[config.mk]
export PLATFORM = sky130hd
export DESIGN_NAME = pipeline_stall_sequencer
export DESIGN_NICKNAME = d
export VERILOG_FILES = /design/src/rtl/pipe_ctrl_pkg.sv /design/src/rtl/hazard_match.sv /design/src/rtl/pipeline_stall_sequencer.sv
export SDC_FILE = /design/constraint.sdc
export NUM_CORES = 1
export LEC_CHECK = 0
export BUFFER_PORTS_ARGS = -buffer_cell sky130_fd_sc_hd__buf_2
export CAP_MARGIN = 30
export CORE_UTILIZATION = 50
export CTS_CLUSTER_SIZE = 24
export DETAILED_ROUTE_END_ITERATION = 16
export PLACE_DENSITY = 0.83
export SYNTH_ARGS = -nofsm -noshare
export SYNTH_HDL_FRONTEND = slang
export SYNTH_HIERARCHICAL = 1
export SYNTH_SLANG_ARGS = --single-unit
[constraint.sdc]
create_clock -name clk -period 3.2 [get_ports clk]
set_clock_uncertainty 0.1 [all_clocks]
set_input_delay 0.64 -clock clk [delete_from_list [all_inputs] [get_ports clk]]
set_output_delay 0.64 -clock clk [all_outputs]
set_load 0.02 [all_outputs]
[src/rtl/pipe_ctrl_pkg.sv]
// Shared encodings and constants for the pipeline stall sequencer and its hazard comparator.
package pipe_ctrl_pkg;

  typedef enum logic [1:0] {
    StRun    = 2'd0,
    StStall  = 2'd1,
    StFreeze = 2'd2
  } seq_state_e;

  localparam logic [4:0] REG_ZERO     = 5'd0;
  localparam logic [1:0] LU_BR_STALL  = 2'd2;
  localparam logic [1:0] SINGLE_STALL = 2'd1;

  // $0 never carries a dependency.
  function automatic logic reg_match(input logic [4:0] field, input logic [4:0] rs,
                                     input logic [4:0] rt);
    return (field != REG_ZERO) && ((field == rs) || (field == rt));
  endfunction

endpackage

[src/rtl/hazard_match.sv]
// Combinational comparator flagging load-use and branch-operand dependencies for the ID stage.
module hazard_match
  import pipe_ctrl_pkg::*;
(
  input  logic [4:0] if_id_rs_i,
  input  logic [4:0] if_id_rt_i,
  input  logic [4:0] id_ex_rt_i,
  input  logic [4:0] id_ex_rd_i,
  input  logic [4:0] ex_mem_rd_i,
  input  logic       id_ex_memread_i,
  input  logic       id_ex_regwrite_i,
  input  logic       ex_mem_memread_i,
  input  logic       id_branch_i,
  output logic       lu_o,
  output logic       br_alu_o,
  output logic       br_ld_o
);

  always_comb begin
    lu_o     = id_ex_memread_i & reg_match(id_ex_rt_i, if_id_rs_i, if_id_rt_i);
    br_alu_o = id_branch_i & id_ex_regwrite_i & reg_match(id_ex_rd_i, if_id_rs_i, if_id_rt_i);
    br_ld_o  = id_branch_i & ex_mem_memread_i & reg_match(ex_mem_rd_i, if_id_rs_i, if_id_rt_i);
  end

endmodule

[src/rtl/pipeline_stall_sequencer.sv]
// Pipeline-control sequencer: hazard stalls, branch/jump flushes and data-memory freezes.
// Optional saturating performance counters are built when PIPE_PERF_CNT_EN is defined.
module pipeline_stall_sequencer
  import pipe_ctrl_pkg::*;
#(
  parameter int unsigned MEM_TIMEOUT = 16,
  parameter int unsigned CNT_W       = 16
) (
  input  logic             clk,
  input  logic             rst_n,
  input  logic [4:0]       if_id_rs,
  input  logic [4:0]       if_id_rt,
  input  logic [4:0]       id_ex_rt,
  input  logic [4:0]       id_ex_rd,
  input  logic [4:0]       ex_mem_rd,
  input  logic             id_ex_memread,
  input  logic             id_ex_regwrite,
  input  logic             ex_mem_memread,
  input  logic             id_branch,
  input  logic             id_branch_taken,
  input  logic             id_jump,
  input  logic             dmem_busy,
  output logic             pc_write,
  output logic             if_id_write,
  output logic             id_ex_bubble,
  output logic             if_flush,
  output logic             pipe_hold,
  output logic             mem_timeout_err,
`ifdef PIPE_PERF_CNT_EN
  output logic [CNT_W-1:0] stall_cycles,
  output logic [CNT_W-1:0] flush_count,
  output logic [CNT_W-1:0] freeze_cycles,
`endif
  output logic [1:0]       seq_state
);

  localparam int unsigned WaitW = $clog2(MEM_TIMEOUT + 1);
  localparam logic [WaitW-1:0] WaitMax = WaitW'(MEM_TIMEOUT);

  seq_state_e       state_q, state_d, ret_q, ret_d, run_state;
  logic [1:0]       cnt_q, cnt_d, stall_len;
  logic [WaitW-1:0] wait_q, wait_d;
  logic             err_q, err_d;
  logic             lu, br_alu, br_ld;

  hazard_match u_hazard_match (
    .if_id_rs_i       (if_id_rs),
    .if_id_rt_i       (if_id_rt),
    .id_ex_rt_i       (id_ex_rt),
    .id_ex_rd_i       (id_ex_rd),
    .ex_mem_rd_i      (ex_mem_rd),
    .id_ex_memread_i  (id_ex_memread),
    .id_ex_regwrite_i (id_ex_regwrite),
    .ex_mem_memread_i (ex_mem_memread),
    .id_branch_i      (id_branch),
    .lu_o             (lu),
    .br_alu_o         (br_alu),
    .br_ld_o          (br_ld)
  );

  always_comb begin
    stall_len = 2'd0;
    if (lu && id_branch) begin
      stall_len = LU_BR_STALL;
    end else if (lu || br_alu || br_ld) begin
      stall_len = SINGLE_STALL;
    end
  end

  always_comb begin
    state_d      = state_q;
    ret_d        = ret_q;
    cnt_d        = cnt_q;
    pc_write     = 1'b1;
    if_id_write  = 1'b1;
    id_ex_bubble = 1'b0;
    if_flush     = 1'b0;
    pipe_hold    = 1'b0;
    // A cycle in FREEZE with memory ready already behaves as the resumed state.
    run_state    = (state_q == StFreeze) ? ret_q : state_q;

    if (dmem_busy) begin
      pc_write    = 1'b0;
      if_id_write = 1'b0;
      pipe_hold   = 1'b1;
      state_d     = StFreeze;
      ret_d       = (run_state == StStall) ? StStall : StRun;
    end else begin
      case (run_state)
        StRun: begin
          if (stall_len != 2'd0) begin
            pc_write     = 1'b0;
            if_id_write  = 1'b0;
            id_ex_bubble = 1'b1;
            cnt_d        = stall_len - 2'd1;
            state_d      = (cnt_d != 2'd0) ? StStall : StRun;
          end else begin
            if_flush = id_jump | (id_branch & id_branch_taken);
            state_d  = StRun;
          end
        end
        StStall: begin
          pc_write     = 1'b0;
          if_id_write  = 1'b0;
          id_ex_bubble = 1'b1;
          cnt_d        = (cnt_q != 2'd0) ? cnt_q - 2'd1 : 2'd0;
          state_d      = (cnt_q <= 2'd1) ? StRun : StStall;
        end
        default: begin
          state_d = StRun;
          cnt_d   = 2'd0;
        end
      endcase
    end

    if (!rst_n) begin
      pc_write     = 1'b0;
      if_id_write  = 1'b0;
      id_ex_bubble = 1'b1;
      if_flush     = 1'b1;
      pipe_hold    = 1'b0;
    end
  end

  always_comb begin
    wait_d = '0;
    if (dmem_busy) begin
      wait_d = (wait_q == WaitMax) ? wait_q : wait_q + 1'b1;
    end
    err_d = err_q | (wait_d == WaitMax);
  end

  always_ff @(posedge clk or negedge rst_n) begin
    if (!rst_n) begin
      state_q <= StRun;
      ret_q   <= StRun;
      cnt_q   <= 2'd0;
      wait_q  <= '0;
      err_q   <= 1'b0;
    end else begin
      state_q <= state_d;
      ret_q   <= ret_d;
      cnt_q   <= cnt_d;
      wait_q  <= wait_d;
      err_q   <= err_d;
    end
  end

  assign mem_timeout_err = err_q;
  assign seq_state       = state_q;

`ifdef PIPE_PERF_CNT_EN
  logic [CNT_W-1:0] stall_cnt_q, flush_cnt_q, freeze_cnt_q;

  always_ff @(posedge clk or negedge rst_n) begin
    if (!rst_n) begin
      stall_cnt_q  <= '0;
      flush_cnt_q  <= '0;
      freeze_cnt_q <= '0;
    end else begin
      if (id_ex_bubble && (stall_cnt_q != '1)) stall_cnt_q <= stall_cnt_q + 1'b1;
      if (if_flush && (flush_cnt_q != '1)) flush_cnt_q <= flush_cnt_q + 1'b1;
      if (pipe_hold && (freeze_cnt_q != '1)) freeze_cnt_q <= freeze_cnt_q + 1'b1;
    end
  end

  assign stall_cycles  = stall_cnt_q;
  assign flush_count   = flush_cnt_q;
  assign freeze_cycles = freeze_cnt_q;
`else
  logic unused_cnt_w;
  assign unused_cnt_w = |CNT_W;
`endif

endmodule

==> metrics.txt <==
outcome completed; mux contribution to synthesized area 0%; Peak Freq 327 MHz; global-route wire length before repair 3840 um; synth warn 6; compound-gate portion of the synthesized area 13.6%; crit path launch type primary input; crit share post-route 95.7%; VDD IR max 0.254 mV; Area contributors post-synth dfrtp_1 28%, xor2_1 16%, xnor2_1 14%; Clock Path Buffers 2; setup tns final 0 ns; Critical-path top delay cell or4_1; post-DR vias/cell 5.32; Die Area 2130 um^2; fraction of layout cells with a size suffix above 1 29.3%; Post-CTS Hold Buffers 0; initial core utilization 54.7%; antenna violations before repair 0; CP required 2.46 ns; post-cts repair resize count 0; CP cell instances buf_2, or4_1, o21ai_0, a21oi_1, nor3_1, nand2_1, o31ai_1, buf_2; crit path to if_flush; Post-Synth Adder-Cell Area 2.56%; PwrDens 308 nW/um^2; register area share after synthesis 28.2%; Synth top area share 28.2%; RSZ-0062 raised after global routing false; fin nets 194; num rows 15; min Tclk post-route 3.06 ns; placed inst area 1200 um^2; fin. max-slew vios 0; pre-CTS setup slack 0.136 ns; most area-hungry cell type in the Yosys netlist dfrtp_1; largest net degree at the start of global routing 16; FFs w/ async S/R, synth 100%; Worst path top cell family by delay simple AND/OR/NAND/NOR gates; number of synthesized flops with an enable pin 0; syn_nets 150; R2R Setup Slk 1.60 ns; Worst path depth 8; Final Hold Violating Endpoints 0; Core Area 1780 um^2; crit-path max FO 3; critical path data arrival time 2.32 ns; fillers 140; most frequent cells in the layout 41 x buf_2, 18 x xor2_1, 16 x xnor2_1, 11 x nand3_1, 11 x dfrtp_1; Worst slew margin 76.3%; Die Wd 46.2 um; Post-Synthesis Cells 114; CP Capture Type output port; Avg Inst Size Synth 8.56 um^2; leading cell type in the layout, fill and taps excluded buf_2; WL per Instance 13.1 um; RR Endpoint mem_timeout_err; worst r2r src wait_q[0]; clk root buf clkbuf_4; number of port buffers 41; DR DRC count 0; I/O Pins 42; Clk Latency, worst-skew pair 0.28 ns; Placed Instances 178; die height 46.2 um; HPWL Detailed 1920 um; CP max stage delay 0.51 ns; Final WS setup 0.137 ns; fin area 1230 um^2; max cap viols 0; Routed Antenna Nets 0; htree depth 1; CTS tree done; Setup violations, final 0; total grt overflow 0; Most Frequent Cell on Critical Path buf_2; Synth cell types 30; Post-CTS Repair Setup Buffers 0; crit path launch id_ex_rt[1]; Yosys reg bits 11; Reg2Reg Depth 6; vias in the first global route 885; Netlist Area Pre-Place 976 um^2; Synth Area in Simple Gates 22.3%; initial DRC count 25; main combinational cell family by area after synthesis XOR/XNOR gates; DRT Pass-1 Iters 4; Clock transition at path regs 0.07 ns; Detailed Route WL 2380 um; final non-filler cell total 182; Leakage 0.561 nW; WP buf/inv 2; Post-Synth XOR/XNOR Area 30.5%; GPL Wtd Cong 0.949; Worst Hold Class in2async; clock sinks 11; gr usage total 25.8%; # diodes 0; critical path class in2out; Num CTS Buffers 3; Area growth syn-to-layout 25.8%; Main synth FF type dfrtp_1; worst-margin pin slew 0.356 ns; routed vias 968
==> worst register-to-register path, cell delays in order (launching register included) <==
cell      delay, ns
dfrtp_1        0.40
inv_1          0.06
ha_1           0.21
and4bb_1       0.21
xnor2_1        0.19
o21ai_1        0.10
a31o_1         0.22
==> per-layer routing <==
layer | up-vias | track usage [%] | wire, um
li1 | 483 | - | -
met1 | 444 | 32.0 | 994
met2 | 36 | 40.3 | 1190
met3 | 5 | 9.80 | 167
met4 | 0 | 9.41 | 23
met5 | - | 0 | 0
==> final cells by class <==
cell class              instances  area [um^2]  share of cell area (%)
well taps                      25         31.3                    2.55
flip-flops and latches         11          275                    22.4
clock buffers                   3         22.5                    1.83
inverters                       4         15.0                    1.22
multi-input cells              97          673                    54.8
clock inverters                 1         5.00                   0.408
repair buffers                 41          205                    16.7
==> cells in the mapped netlist, types with 2 or more instances <==
| cell type | count |
|---|---|
| a21oi_1 | 8 |
| and2_1 | 5 |
| dfrtp_1 | 11 |
| ha_1 | 2 |
| inv_1 | 4 |
| nand2_1 | 7 |
| nand3_1 | 11 |
| nor2_1 | 2 |
| nor3_1 | 7 |
| o211ai_1 | 2 |
| o21ai_0 | 2 |
| or4_1 | 3 |
| xnor2_1 | 16 |
| xor2_1 | 18 |
==> registers in the layout (all words and copies together) (netlist names) <==
signal and cells:
wait_q 5, ret_q 1, seq_state 2, cnt_q 2
mem_timeout_err 1
==> cells by family after synthesis <==
kind of cell    after synthesis
simple gates                 40
flops                        11
xor+xnor                     34
compound gates               21
fa+ha+maj                     2
buf+inv                       6
==> worst min path at each step <==
stage	end	cells past startpoint	slack, ns
floorplan	cnt_q[0]	0	0.24
global placement	mem_timeout_err	1	0.35
detailed placement	mem_timeout_err	1	0.39
CTS	seq_state[1]	1	0.13
global route	wait_q[4]	1	0.14
finish	wait_q[4]	1	0.14
==> where the power goes <==
group | switching, mW | total, mW | internal (mW)
Combinational | 0.0635 | 0.120 | 0.0567
Clock | 0.0520 | 0.0985 | 0.0466
Sequential | 0.00923 | 0.159 | 0.149
==> per-stage QoR <==
stage | power, mW | hold WS, ns | util (%)
after floorplan | 0.228 | 0.244 | -
after global placement | 0.277 | 0.349 | 67.3
after detailed placement | 0.281 | 0.388 | 67.3
after CTS | 0.384 | 0.127 | 68.8
after global routing | 0.405 | 0.143 | 68.8
final | 0.377 | 0.135 | 68.8
Note: power is estimated with default switching activity, not from simulation.
